<file path="config.mk">
export PLATFORM = sky130hd
export DESIGN_NAME = uart_infer_ctrl
export DESIGN_NICKNAME = d
export VERILOG_FILES = /design/src/rtl/uart_infer_ctrl.sv
export SDC_FILE = /design/constraint.sdc
export NUM_CORES = 1
export LEC_CHECK = 0
export ABC_AREA = 1
export BUFFER_PORTS_ARGS = -buffer_cell sky130_fd_sc_hd__buf_2
export CORE_MARGIN = 4
export CORE_UTILIZATION = 26
export CTS_BUF_LIST = sky130_fd_sc_hd__clkbuf_4 sky130_fd_sc_hd__clkbuf_8
export DETAILED_ROUTE_END_ITERATION = 10
export SYNTH_ARGS = -nofsm -noshare
export SYNTH_HDL_FRONTEND = slang
export SYNTH_SLANG_ARGS = --single-unit
</file>
<file path="constraint.sdc">
create_clock -name clk -period 3.3 [get_ports clk]
set_input_delay 0.165 -clock clk [delete_from_list [all_inputs] [get_ports clk]]
set_output_delay 0.165 -clock clk [all_outputs]
set_load 0.02 [all_outputs]
</file>
<file path="src/rtl/uart_infer_ctrl.sv">
// Frame sequencer between the UART pair and the CNN core.
// It receives a frame of SYNC_BYTE, IMG_BYTES pixels and an 8-bit additive checksum.
// Pixels go to the image buffer. A good frame runs one inference and sends the digit
// followed by a newline. A bad checksum sends "E\n". An inter-byte timeout inside a
// frame drops the frame and sends nothing.
// Ports:
//   clk, reset (async, active-low)
//   rx_dv/rx_byte                       byte strobe from uart_rx
//   tx_dv/tx_byte/tx_busy               handshake with uart_tx
//   mem_we/mem_addr/mem_wdata           image buffer write port
//   cnn_start/cnn_done/cnn_digit        inference control
//   frame_ok/frame_err                  frame status pulses
module uart_infer_ctrl #(
    parameter int unsigned IMG_BYTES    = 784,
    parameter int unsigned ADDR_W       = 10,
    parameter logic [7:0]  SYNC_BYTE    = 8'hA5,
    parameter int unsigned TIMEOUT_CLKS = 1_000_000
) (
    input  logic              clk,
    input  logic              reset,
    input  logic              rx_dv,
    input  logic [7:0]        rx_byte,
    output logic              tx_dv,
    output logic [7:0]        tx_byte,
    input  logic              tx_busy,
    output logic              mem_we,
    output logic [ADDR_W-1:0] mem_addr,
    output logic [7:0]        mem_wdata,
    output logic              cnn_start,
    input  logic              cnn_done,
    input  logic [3:0]        cnn_digit,
    output logic              frame_ok,
    output logic              frame_err
);

    localparam int unsigned       TMO_W    = $clog2(TIMEOUT_CLKS + 1);
    localparam logic [ADDR_W-1:0] PIX_LAST = ADDR_W'(IMG_BYTES - 1);
    localparam logic [TMO_W-1:0]  TMO_LAST = TMO_W'(TIMEOUT_CLKS - 1);

    typedef enum logic [2:0] {
        IDLE, RX_PIX, RX_CSUM, START, WAIT_DONE, TX_REQ, TX_WHI, TX_WLO
    } state_t;

    state_t            state_q, state_d;
    logic [ADDR_W-1:0] pix_q, pix_d;
    logic [7:0]        csum_q, csum_d;
    logic [TMO_W-1:0]  tmo_q, tmo_d;
    logic              nl_q, nl_d;     // set while the trailing newline is in flight
    logic              tmo_hit;

    logic              tx_dv_d, mem_we_d, cnn_start_d, frame_ok_d, frame_err_d;
    logic [7:0]        tx_byte_d, mem_wdata_d;
    logic [ADDR_W-1:0] mem_addr_d;

    // Last idle clock of the allowed inter-byte gap
    assign tmo_hit = (tmo_q == TMO_LAST);

    // State, counters and registered outputs
    always_ff @(posedge clk or negedge reset) begin
        if (!reset) begin
            state_q   <= IDLE;
            pix_q     <= '0;
            csum_q    <= '0;
            tmo_q     <= '0;
            nl_q      <= 1'b0;
            tx_dv     <= 1'b0;
            tx_byte   <= '0;
            mem_we    <= 1'b0;
            mem_addr  <= '0;
            mem_wdata <= '0;
            cnn_start <= 1'b0;
            frame_ok  <= 1'b0;
            frame_err <= 1'b0;
        end else begin
            state_q   <= state_d;
            pix_q     <= pix_d;
            csum_q    <= csum_d;
            tmo_q     <= tmo_d;
            nl_q      <= nl_d;
            tx_dv     <= tx_dv_d;
            tx_byte   <= tx_byte_d;
            mem_we    <= mem_we_d;
            mem_addr  <= mem_addr_d;
            mem_wdata <= mem_wdata_d;
            cnn_start <= cnn_start_d;
            frame_ok  <= frame_ok_d;
            frame_err <= frame_err_d;
        end
    end

    // Next-state and next-output logic
    always_comb begin
        state_d     = state_q;
        pix_d       = pix_q;
        csum_d      = csum_q;
        tmo_d       = tmo_q;
        nl_d        = nl_q;
        tx_dv_d     = 1'b0;
        tx_byte_d   = tx_byte;
        mem_we_d    = 1'b0;
        mem_addr_d  = mem_addr;
        mem_wdata_d = mem_wdata;
        cnn_start_d = 1'b0;
        frame_ok_d  = 1'b0;
        frame_err_d = 1'b0;

        unique case (state_q)
            IDLE: begin
                if (rx_dv && (rx_byte == SYNC_BYTE)) begin
                    state_d = RX_PIX;
                    pix_d   = '0;
                    csum_d  = '0;
                    tmo_d   = '0;
                end
            end
            RX_PIX, RX_CSUM: begin
                if (rx_dv) begin
                    // An arriving byte always beats a coincident timeout
                    tmo_d = '0;
                    if (state_q == RX_PIX) begin
                        mem_we_d    = 1'b1;
                        mem_addr_d  = pix_q;
                        mem_wdata_d = rx_byte;
                        csum_d      = csum_q + rx_byte;
                        if (pix_q == PIX_LAST) state_d = RX_CSUM;
                        else                   pix_d   = pix_q + ADDR_W'(1);
                    end else if (rx_byte == csum_q) begin
                        frame_ok_d = 1'b1;
                        state_d    = START;
                    end else begin
                        frame_err_d = 1'b1;
                        tx_byte_d   = 8'h45;
                        nl_d        = 1'b0;
                        state_d     = TX_REQ;
                    end
                end else if (tmo_hit) begin
                    frame_err_d = 1'b1;
                    tmo_d       = '0;
                    state_d     = IDLE;
                end else begin
                    tmo_d = tmo_q + TMO_W'(1);
                end
            end
            START: begin
                cnn_start_d = 1'b1;
                state_d     = WAIT_DONE;
            end
            WAIT_DONE: begin
                if (cnn_done) begin
                    tx_byte_d = (cnn_digit <= 4'd9) ? (8'h30 + {4'h0, cnn_digit}) : 8'h3F;
                    nl_d      = 1'b0;
                    state_d   = TX_REQ;
                end
            end
            TX_REQ: begin
                if (!tx_busy) begin
                    tx_dv_d = 1'b1;
                    state_d = TX_WHI;
                end
            end
            TX_WHI: begin
                if (tx_busy) state_d = TX_WLO;
            end
            TX_WLO: begin
                if (!tx_busy) begin
                    if (!nl_q) begin
                        tx_byte_d = 8'h0A;
                        nl_d      = 1'b1;
                        state_d   = TX_REQ;
                    end else begin
                        nl_d    = 1'b0;
                        state_d = IDLE;
                    end
                end
            end
            default: state_d = IDLE;
        endcase
    end

endmodule
</file>
* Word level (Yosys, flattened, before mapping)
Index checks and enable logic that the tools add are counted.
** Word-level totals
- Word-level logic and storage cells :: 109
- Register bits :: 73
** Operators by class
- Mux-type cells :: 55
- Reduce and logical (&&, ||, !) cells :: 12
- Add/sub/neg operators :: 4
- Eq/ne operators :: 24
- Order comparisons :: 1
** Operators with widths (count)
- 8-bit two-way mux :: 9
- 20-bit two-way mux :: 3
- 10-bit two-way mux :: 4
- 20-bit one-hot mux with 2 select lines :: 1
- 3-bit two-way mux :: 11
- 8-bit one-hot mux with 3 select lines :: 1
- 2-bit inequality test, second input constant :: 11
- 1-bit two-way mux :: 21
- 3-bit one-hot mux with 7 select lines :: 1
- 20-bit by 1-bit adder with 20-bit output, second input constant :: 1
- 20-bit == test, second input constant :: 1
- 10-bit one-hot mux with 2 select lines :: 1
- 8-bit one-hot mux with 2 select lines :: 1
- 7-bit AND reduction :: 2
- 3-bit == test, second input constant :: 4
- 10-bit by 1-bit adder with 10-bit output, second input constant :: 1
- 10-bit == test, second input constant :: 1
- 8-bit adder :: 1
- 8-bit == test :: 1
- 8-bit == test, second input constant :: 1
- 6-bit by 4-bit adder with 7-bit output, first input constant :: 1
- 7-bit two-way mux :: 1
- 3-bit by 2-bit == test with 1-bit output, second input constant :: 2
- 6-bit AND reduction :: 1
- 14 further kinds :: 14

* Longest topological paths before layout
Gate-level depths: netlist (run 1).
- Word-level depth :: 5
- Mapped depth :: 11
- Depth with buffers taken out :: 10

* Worst setup path before layout (run 1)
OpenSTA, ideal clock, no wires.
- Path type :: reg-to-reg
- From :: register csum_q[5]
- To :: register tx_byte[5]
- Setup time :: 117 ps
- Clock period less this slack :: 1524 ps
- Cell stages (with the launch flop) :: 11
- Arrival time :: 1407 ps
- Setup slack :: 1776 ps
- Data required time :: 3183 ps
- Cells stage by stage :: dfrtp_1 > ha_1 > inv_1 > nand2_1 > nor2_1 > nand3_1 > nand2_1 > nand2_1 > nand3_2 > nand2_1 > nand2_1
** Between the ends
- Cells in the longest elaborated chain, start to end :: 3
** Ends and longest elaborated chain
- start: declaration :: RTL line 46 : logic [7:0] csum_q, csum_d;
- start signal: assignment :: RTL line 77 : csum_q <= csum_d;
- 8-bit == test :: RTL line 127 : end else if (rx_byte == csum_q) begin
- 2-bit inequality test (no line)
- 7-bit AND reduction (no line)
- end signal: assignment :: RTL line 81 : tx_byte <= tx_byte_d;
- end: declaration :: RTL line 24 : output logic [7:0] tx_byte,
Every way passes these cells.
A chain may end at the register's enable or synchronous reset.

* Worst setup path in the final report (run 1)
- From :: register state_q[1]
- To :: register tx_byte[5]
** Between the ends
- Cells in the longest elaborated chain, start to end :: 4
** Ends and longest elaborated chain
- start: declaration :: RTL line 44 : state_t state_q, state_d;
- start signal: assignment :: RTL line 75 : state_q <= state_d;
- 3-bit by 1-bit == test with 1-bit output or 3-bit by 2-bit == test with 1-bit output (tied branches) :: RTL line 107, 120
- 2-bit OR reduction :: RTL line 107 : unique case (state_q)
- 2-bit inequality test (no line) or 3-bit nonzero test (tied branches)
- 7-bit AND reduction (no line)
Several ways; a longest one is shown, not always the timed one.

==> results of run 1 <==
-- kinds of logic after synthesis --
group | share of synthesized area [%]
AND/OR/NAND/NOR | 35.8
buffers and inverters | 7.44
flip-flops | 43.3
AO/OA/AOI/OAI | 7.99
XOR/XNOR | 2.13
adder cells (fa/ha/maj) | 3.23
other | 0.0914
-- synthesized netlist by cell type (2+ instances only) --
cell type,instances
o21ai_1,2
nor3_1,10
nand3b_1,3
xnor2_1,3
ha_1,9
inv_2,4
clkbuf_1,3
xor2_1,7
o21ai_0,41
dfrtp_1,71
nand2_2,3
nor2_1,63
nor2_2,3
buf_4,4
buf_2,4
nand2_1,198
nand4_1,19
or2_2,3
nand3_1,44
a21oi_1,11
inv_1,55
buf_6,2
-- worst paths after layout --
check	start	end	slack, ps
min in group asynchronous	reset	mem_wdata[3]	490
worst max register to register	state_q[1]	tx_byte[5]	1220
worst max-delay path	state_q[1]	tx_byte[5]	1220
worst min-delay path	tx_busy	tx_dv	20
max in group asynchronous	reset	pix_q[9]	2230
worst min register to register	mem_wdata[2]	mem_wdata[2]	470
-- state kept, by name, summed over array words and instances, names as in the netlist --
register / flops
tmo_q: 20
mem_addr: 10
pix_q: 10
csum_q: 8
mem_wdata: 8
tx_byte: 6
state_q: 3
cnn_start: 1
frame_err: 1
frame_ok: 1
mem_we: 1
nl_q: 1
tx_dv: 1
-- power groups by stage --
stage                     clock network, mW  logic [mW]  registers, mW
final                                 0.719        1.33           1.19
after global routing                  0.783        1.51           1.22
after CTS                             0.744        1.34           1.19
after detailed placement                  0        1.34           1.20
after global placement                    0        1.32           1.20
after floorplan                           0       0.872           1.31
-- through the flow --
stage                     utilization, %  hold slack (ps)  setup slack [ps]  cells
after floorplan                        -             -131              1780    572
after global placement              29.6              376              1300    818
after detailed placement            29.6              384              1240    818
after CTS                           30.9             1.83              1220    834
after global routing                30.9             16.8               949    834
final                               30.9             21.1              1220    834
-- cell usage in the layout, fill, tap and decap left out, types with 4 or more instances in the layout --
cell type  count
buf_2         45
a21oi_1       11
o21ai_0       41
nand3_1       44
xor2_1         7
nand2_1      198
clkbuf_8      10
nor3_1        10
inv_2          4
ha_1           9
nand4_1       19
dfrtp_1       71
nor2_1        63
inv_1         55
-- area by class of cell --
| class | instances | area [µm²] | share of cell area, % |
|---|---|---|---|
| clock inverters | 5 | 58.8 | 1.24 |
| inverters | 59 | 221 | 4.68 |
| flip-flops and latches | 71 | 1780 | 37.5 |
| well taps | 211 | 264 | 5.57 |
| clock buffers | 10 | 138 | 2.91 |
| multi-input cells | 429 | 2020 | 42.7 |
| repair buffers | 49 | 258 | 5.44 |
-- routing by layer --
metal / GRT usage (%) / routed length (µm)
met1: 16.0 / 5030
met2: 18.2 / 4300
met3: 3.13 / 437
met4: 4.57 / 161
met5: 0 / 0
-- timing repair --
item | 4_1_cts | 5_1_grt
hold buffers | 1 | 0
hold endpoints to repair | 71 | 0
setup endpoints to repair | 0 | 0
gates resized for setup | 0 | 0
==> metrics.txt, run 1 <==
CP max-delay cell dfrtp_1; # H-tree levels 3; total chip power 3.24 mW; root buffer cell clkbuf_8; first-pass GRT wire length 17.2 mm; pwr dens 683 nW/µm²; peak supply drop 0.000388 V; sequential share of power 36.8%; Worst R2R Path Depth 10; Final min period 2080 ps; setup TNS 0 ps; type of the worst setup path flip-flop to flip-flop; P_int 1.81 mW; Max Slew Vio Count 0; Final HPWL DP 7.19 mm; Cell Area, Placed 4530 µm²; antenna-violating nets left 0; Layout fillers 1687; EDFF count, synth 0; status complete, no violations; Max Clock Skew 9.98 ps; synthesized instance count 572; Critical Path Max Stage Delay 470 ps; Final Cycle Share 63.1%; Worst EP arrival 2340 ps; synth top area cells dfrtp_1 (43%), nand2_1 (18%), nor2_1 (5.8%); I/O pins 48; area share of the largest cell type after synthesis 43.3%; Mapped Nets 599; Switching Fraction 43.9%; clock tree from TritonCTS yes; Min-Delay Path Depth 2; share of cells above drive strength 1 12.8%; die area 17900 µm²; worst slew pin tran 919 ps; Worst path most repeated cell nand2_1; synthesized area 4100 µm²; Cell Chain, Critical Path nand2_1 -> inv_1 -> nor2_4 -> nand2_2 -> inv_1 -> nand2_1 -> nand2_1 -> nand3_2 -> nand2_1 -> nand2_1; DRC violation count after routing 0; startpoint types flip-flop; fin area 4740 µm²; initial antenna violation count 0; area delta synth->final 15.5%; drt pass-1 iters 4; Yosys warnings 0; Synth async-reset ratio 100%; Max Cap Violations 0; GRT overflow 0; hold crit path type primary input to flip-flop; CP Capture Type flip-flop; clk sinks 71; total length of routed wires 9.93 mm; Combinational Power Share 41.0%; Total GRT Usage 11.9%; post-CTS setup buffers 0; Die Span Y 134 µm; DR WL/cell 11.9 µm; Worst Path Buf+Inv 2; Hold Fails Final Rpt 0; Seq/Total Area, Yosys 43.3%; max_slew headroom 38.7%; Leakage 2.39 nW; Initial Utilization 26.8%; CP top delay family simple AND/OR/NAND/NOR gates; RSZ-0062 raised after global routing false; CP max FO 13; Primary FF master, synth dfrtp_1; nets 646; core area 15300 µm²; Die W 134 µm; flops & latches, synth 71; Cell variety after synth 32; Psw 1.42 mW; CP Data Required Time 3560 ps; maximum clock rate 480 MHz; DR vias 3683; Synth area leader dfrtp_1; final setup fails 0; # diodes 0; pin count of the biggest net entering global routing 72; vias in the first global route 3572; Inserted Clock Buffers 9; GP Congestion 0.854; Clk pwr share 22.2%; num rows 45; Clock transition at path regs 80 ps; WP depth 10; average size of a mapped cell 7.17 µm²; clock buffer depth 2; DR iter-0 viols 222; count of input and output buffers 46; via/cell ratio 4.42; clock latency on the worst-skew pair 370 ps
Power figures use the tool's default switching activity.
==> run 2: changes to the inputs <==
Clock period 3.3 ns to 1.8 ns, I/O delays scaled along.
==> metrics.txt, run 2 (synthesis results as in run 1) <==
vias in the first global route 3619; DRC violation count after routing 0; initial antenna violation count 0; Leakage 2.57 nW; pwr dens 1280 nW/µm²; num rows 45; antenna-violating nets left 0; nets 678; Final min period 1710 ps; core area 15300 µm²; Hold Fails Final Rpt 0; Cell Area, Placed 4720 µm²; Setup Slack @ Placement 37.9 ps; fin area 5130 µm²; Max Cap Violations 0; maximum clock rate 585 MHz; max reg flops 20; DR vias 3911; drt pass-1 iters 5; Die Span Y 134 µm; peak supply drop 0.000518 V; area delta synth->final 25.2%; Max Slew Vio Count 0; clock latency on the worst-skew pair 370 ps; # H-tree levels 3; most frequent cells in the layout nand2_1 (196), dfrtp_1 (69), nor2_1 (59); pin count of the biggest net entering global routing 45; count of input and output buffers 46; share of cells above drive strength 1 18.1%; Top Registers tmo_q (20), mem_addr (10), pix_q (10); clock buffer depth 2; final setup fails 0; worst hold margin 45.6 ps; Util after Layout 33.5%; # diodes 0; Total GRT Usage 12.3%; CP max FO 5; hold crit path type primary input to flip-flop; root buffer cell clkbuf_8; I/O pins 48; first-pass GRT wire length 17.7 mm; CP Data Required Time 2050 ps; clock tree from TritonCTS yes; Max Clock Skew 11.7 ps; clk sinks 71; most common cell after layout, fill and taps aside nand2_1; setup TNS 0 ps; Die W 134 µm; fin worst setup slack 91.1 ps; Final Cycle Share 94.9%; status complete, no violations; Final HPWL DP 7.69 mm; DR WL/cell 12.1 µm; Initial Utilization 26.8%; GRT overflow 0; via/cell ratio 4.51; DR iter-0 viols 264; Top reg by flops tmo_q; CP Capture Type flip-flop; startpoint types primary input; type of the worst setup path primary input to flip-flop; GP Congestion 0.862; die area 17900 µm²; Worst EP arrival 1960 ps; total length of routed wires 10.5 mm; Clock transition at path regs 70 ps; Inserted Clock Buffers 9
-- run 2: cell count changes in the layout (fill, tap and decap cells not counted), moves of 2 or more --
cell | before | now
ha_4 | 0 | 2
nand2_1 | 198 | 196
dfrtp_2 | 0 | 2
ha_1 | 9 | 6
buf_4 | 3 | 24
dfrtp_1 | 71 | 69
dlygate4sd3_1 | 1 | 9
nor2_2 | 3 | 6
nor2_1 | 63 | 59
buf_12 | 0 | 2
-- run 2: through the flow --
stage,std cells,power [mW]
2_1_floorplan,572,4.01
3_3_place_gp,840,4.97
3_5_place_dp,840,4.97
4_1_cts,865,6.51
5_1_grt,867,7.09
6_report,867,6.58
-- run 2: path summary, 6_finish.rpt --
check / from / endpoint / slack [ps] / depth (start not counted)
worst max-delay path: rx_byte[2] / tx_byte[0] / 90 / 10
worst min-delay path: rx_byte[6] / mem_wdata[6] / 50 / 3
worst max register to register: csum_q[1] / tx_byte[0] / 120 / 10
worst min register to register: mem_wdata[5] / mem_wdata[5] / 470 / 2
max in group asynchronous: reset / state_q[1] / 1010 / 3
min in group asynchronous: reset / csum_q[6] / 220 / 2
-- run 2: worst max-delay path, stage by stage --
cell and delay, ps:
dlygate4sd3_1 540, buf_2 150, ha_1 310, nor3_2 220
nand3_2 190, nand2_2 120, nand2_2 70, buf_4 150
nand4_1 60, nand2_1 60
-- run 2: final cells by class --
| cell class | count | area (µm²) |
|---|---|---|
| well taps | 211 | 264 |
| clock inverters | 6 | 92.6 |
| repair buffers | 81 | 547 |
| fillers | 1676 | 10200 |
| clock buffers | 10 | 138 |
| multi-input cells | 429 | 2090 |
| flip-flops and latches | 71 | 1780 |
| inverters | 59 | 224 |
-- run 2: per-layer routing --
metal / part of all wire, % / GRT usage [%]
met2: 43 / 18.1
met5: 0 / 0
met3: 4.9 / 2.83
met1: 51 / 17.2
met4: 1.6 / 5.03
-- run 2: timing repair --
item / in CTS / in global routing
endpoints found under the hold margin: 43 / 0
buffers inserted: 0 / 2
setup endpoints to repair: 0 / 39
resized for setup: 0 / 20
hold buffers: 9 / 0
-- run 2: power by group --
group,switching [mW],internal [mW]
clock,0.663,0.825
sequential,0.225,1.94
combinational,1.90,1.04
total,2.78,3.80
==> run 3: changes to the inputs <==
Settings changed: CORE_UTILIZATION 26 to 45, PLACE_DENSITY from default to 0.67.
==> metrics.txt, run 3 (synthesis results as in run 1) <==
Final min period 1690 ps; Total GRT Usage 20.3%; Final HPWL DP 7.26 mm; num rows 34; reg-to-reg setup timing slack 110 ps; Die Span Y 103 µm; pwr dens 1300 nW/µm²; DRC violation count after routing 0; pin count of the biggest net entering global routing 72; Layout fillers 852; Clock transition at path regs 90 ps; Top reg by flops tmo_q; drt pass-1 iters 5; fin area 4960 µm²; via/cell ratio 5.19; Worst R2R Path Depth 10; GP Congestion 0.910; I/O pins 48; peak supply drop 0.000731 V; Top Registers tmo_q (20), mem_addr (10), pix_q (10); clock tree from TritonCTS yes; Post-Layout Cell Count 760; max reg flops 20; Leakage 2.54 nW; Util after Layout 56.3%; total chip power 6.44 mW; count of input and output buffers 46; root buffer cell clkbuf_8; DR vias 3942; clock latency on the worst-skew pair 360 ps; startpoint types primary input; CP Capture Type flip-flop; Cell Chain, Critical Path dlygate4sd3_1 -> buf_2 -> ha_1 -> inv_1 -> nand2_1 -> nor2_2 -> nand3_2 -> nand2_2 -> nand2_2 -> buf_4 -> nand4_1 -> nand2_1; Max Clock Skew 15.5 ps; area delta synth->final 20.9%; status complete, no violations; Post-Place Cells 734; Cell Area, Placed 4550 µm²; vias in the first global route 3700; # H-tree levels 3; Initial Utilization 46.6%; CP Data Required Time 2050 ps; total length of routed wires 10.1 mm; clk sinks 71; DR WL/cell 13.3 µm; Worst EP arrival 1930 ps; type of the worst setup path primary input to flip-flop; worst hold margin 24.2 ps; Max Slew Vio Count 0; RSZ-0062 raised after global routing true; most common cell after layout, fill and taps aside nand2_1; # diodes 0; Inserted Clock Buffers 9; CP max-delay cell dlygate4sd3_1; final setup fails 0; initial antenna violation count 0; DR iter-0 viols 191; GRT overflow 0; Critical Path Max Stage Delay 540 ps; Min-Delay Path Depth 3; Max Cap Violations 0; first-pass GRT wire length 17.3 mm; antenna-violating nets left 0; hold crit path type primary input to flip-flop; die area 10700 µm²; maximum clock rate 593 MHz; share of cells above drive strength 1 18.6%; core area 8810 µm²; Hold Fails Final Rpt 0; most frequent cells in the layout nand2_1 (196), dfrtp_1 (68), nor2_1 (56); nets 674; Die W 103 µm; Final Cycle Share 93.6%; CP max FO 5; clock buffer depth 2
run 3: area by class of cell:
| type | instances | area (µm²) | area share (%) |
|---|---|---|---|
| multi-input cells | 429 | 2090 | 42.2 |
| flip-flops and latches | 71 | 1780 | 35.9 |
| repair buffers | 77 | 502 | 10.1 |
| inverters | 59 | 221 | 4.47 |
| well taps | 108 | 135 | 2.73 |
| clock buffers | 9 | 124 | 2.50 |
| clock inverters | 7 | 103 | 2.07 |
run 3: path summary, 6_finish.rpt:
kind,start,end
worst max-delay path,rx_byte[1],tx_byte[2]
worst min-delay path,rx_byte[6],mem_wdata[6]
worst max register to register,pix_q[1],pix_q[7]
worst min register to register,mem_wdata[7],mem_wdata[7]
max in group asynchronous,reset,state_q[1]
min in group asynchronous,reset,mem_addr[9]
run 3: per-stage QoR:
stage / setup slack (ps) / setup TNS (ps)
floorplan: 276 / 0
global placement: 56.6 / 0
detailed placement: 23.5 / 0
CTS: 15.0 / 0
global route: -8.44 / -11.6
finish: 115 / 0
run 3: where the power goes:
group / leakage [nW] / internal (mW) / switching [mW] / total (mW)
combinational: 1.47 / 0.942 / 1.85 / 2.79
sequential: 0.953 / 1.94 / 0.229 / 2.17
clock: 0.111 / 0.797 / 0.685 / 1.48
run 3: metal layers:
metal	share of wire, %	track usage, %	wire, µm	up-vias
met5	0	0	0	-
met4	1.6	7.17	157	0
met1	49	29.4	4950	1854
met3	4.8	2.48	484	14
li1	-	-	-	1979
met2	45	31.4	4500	95
run 3: what timing repair did:
action / 4_1_cts / 5_1_grt
resized for setup: 1 / 25
setup buffers: 0 / 1
hold endpoints to repair: 79 / 0
hold buffers: 9 / 0
endpoints found under the setup margin: 3 / 34
pin swaps: 0 / 2
run 3: critical path, delay by kind of cell:
kind,cells,cell delay [ps]
and+or+nand+nor,7,610
adders and majority gates,1,310
buffers and inverters,4,910
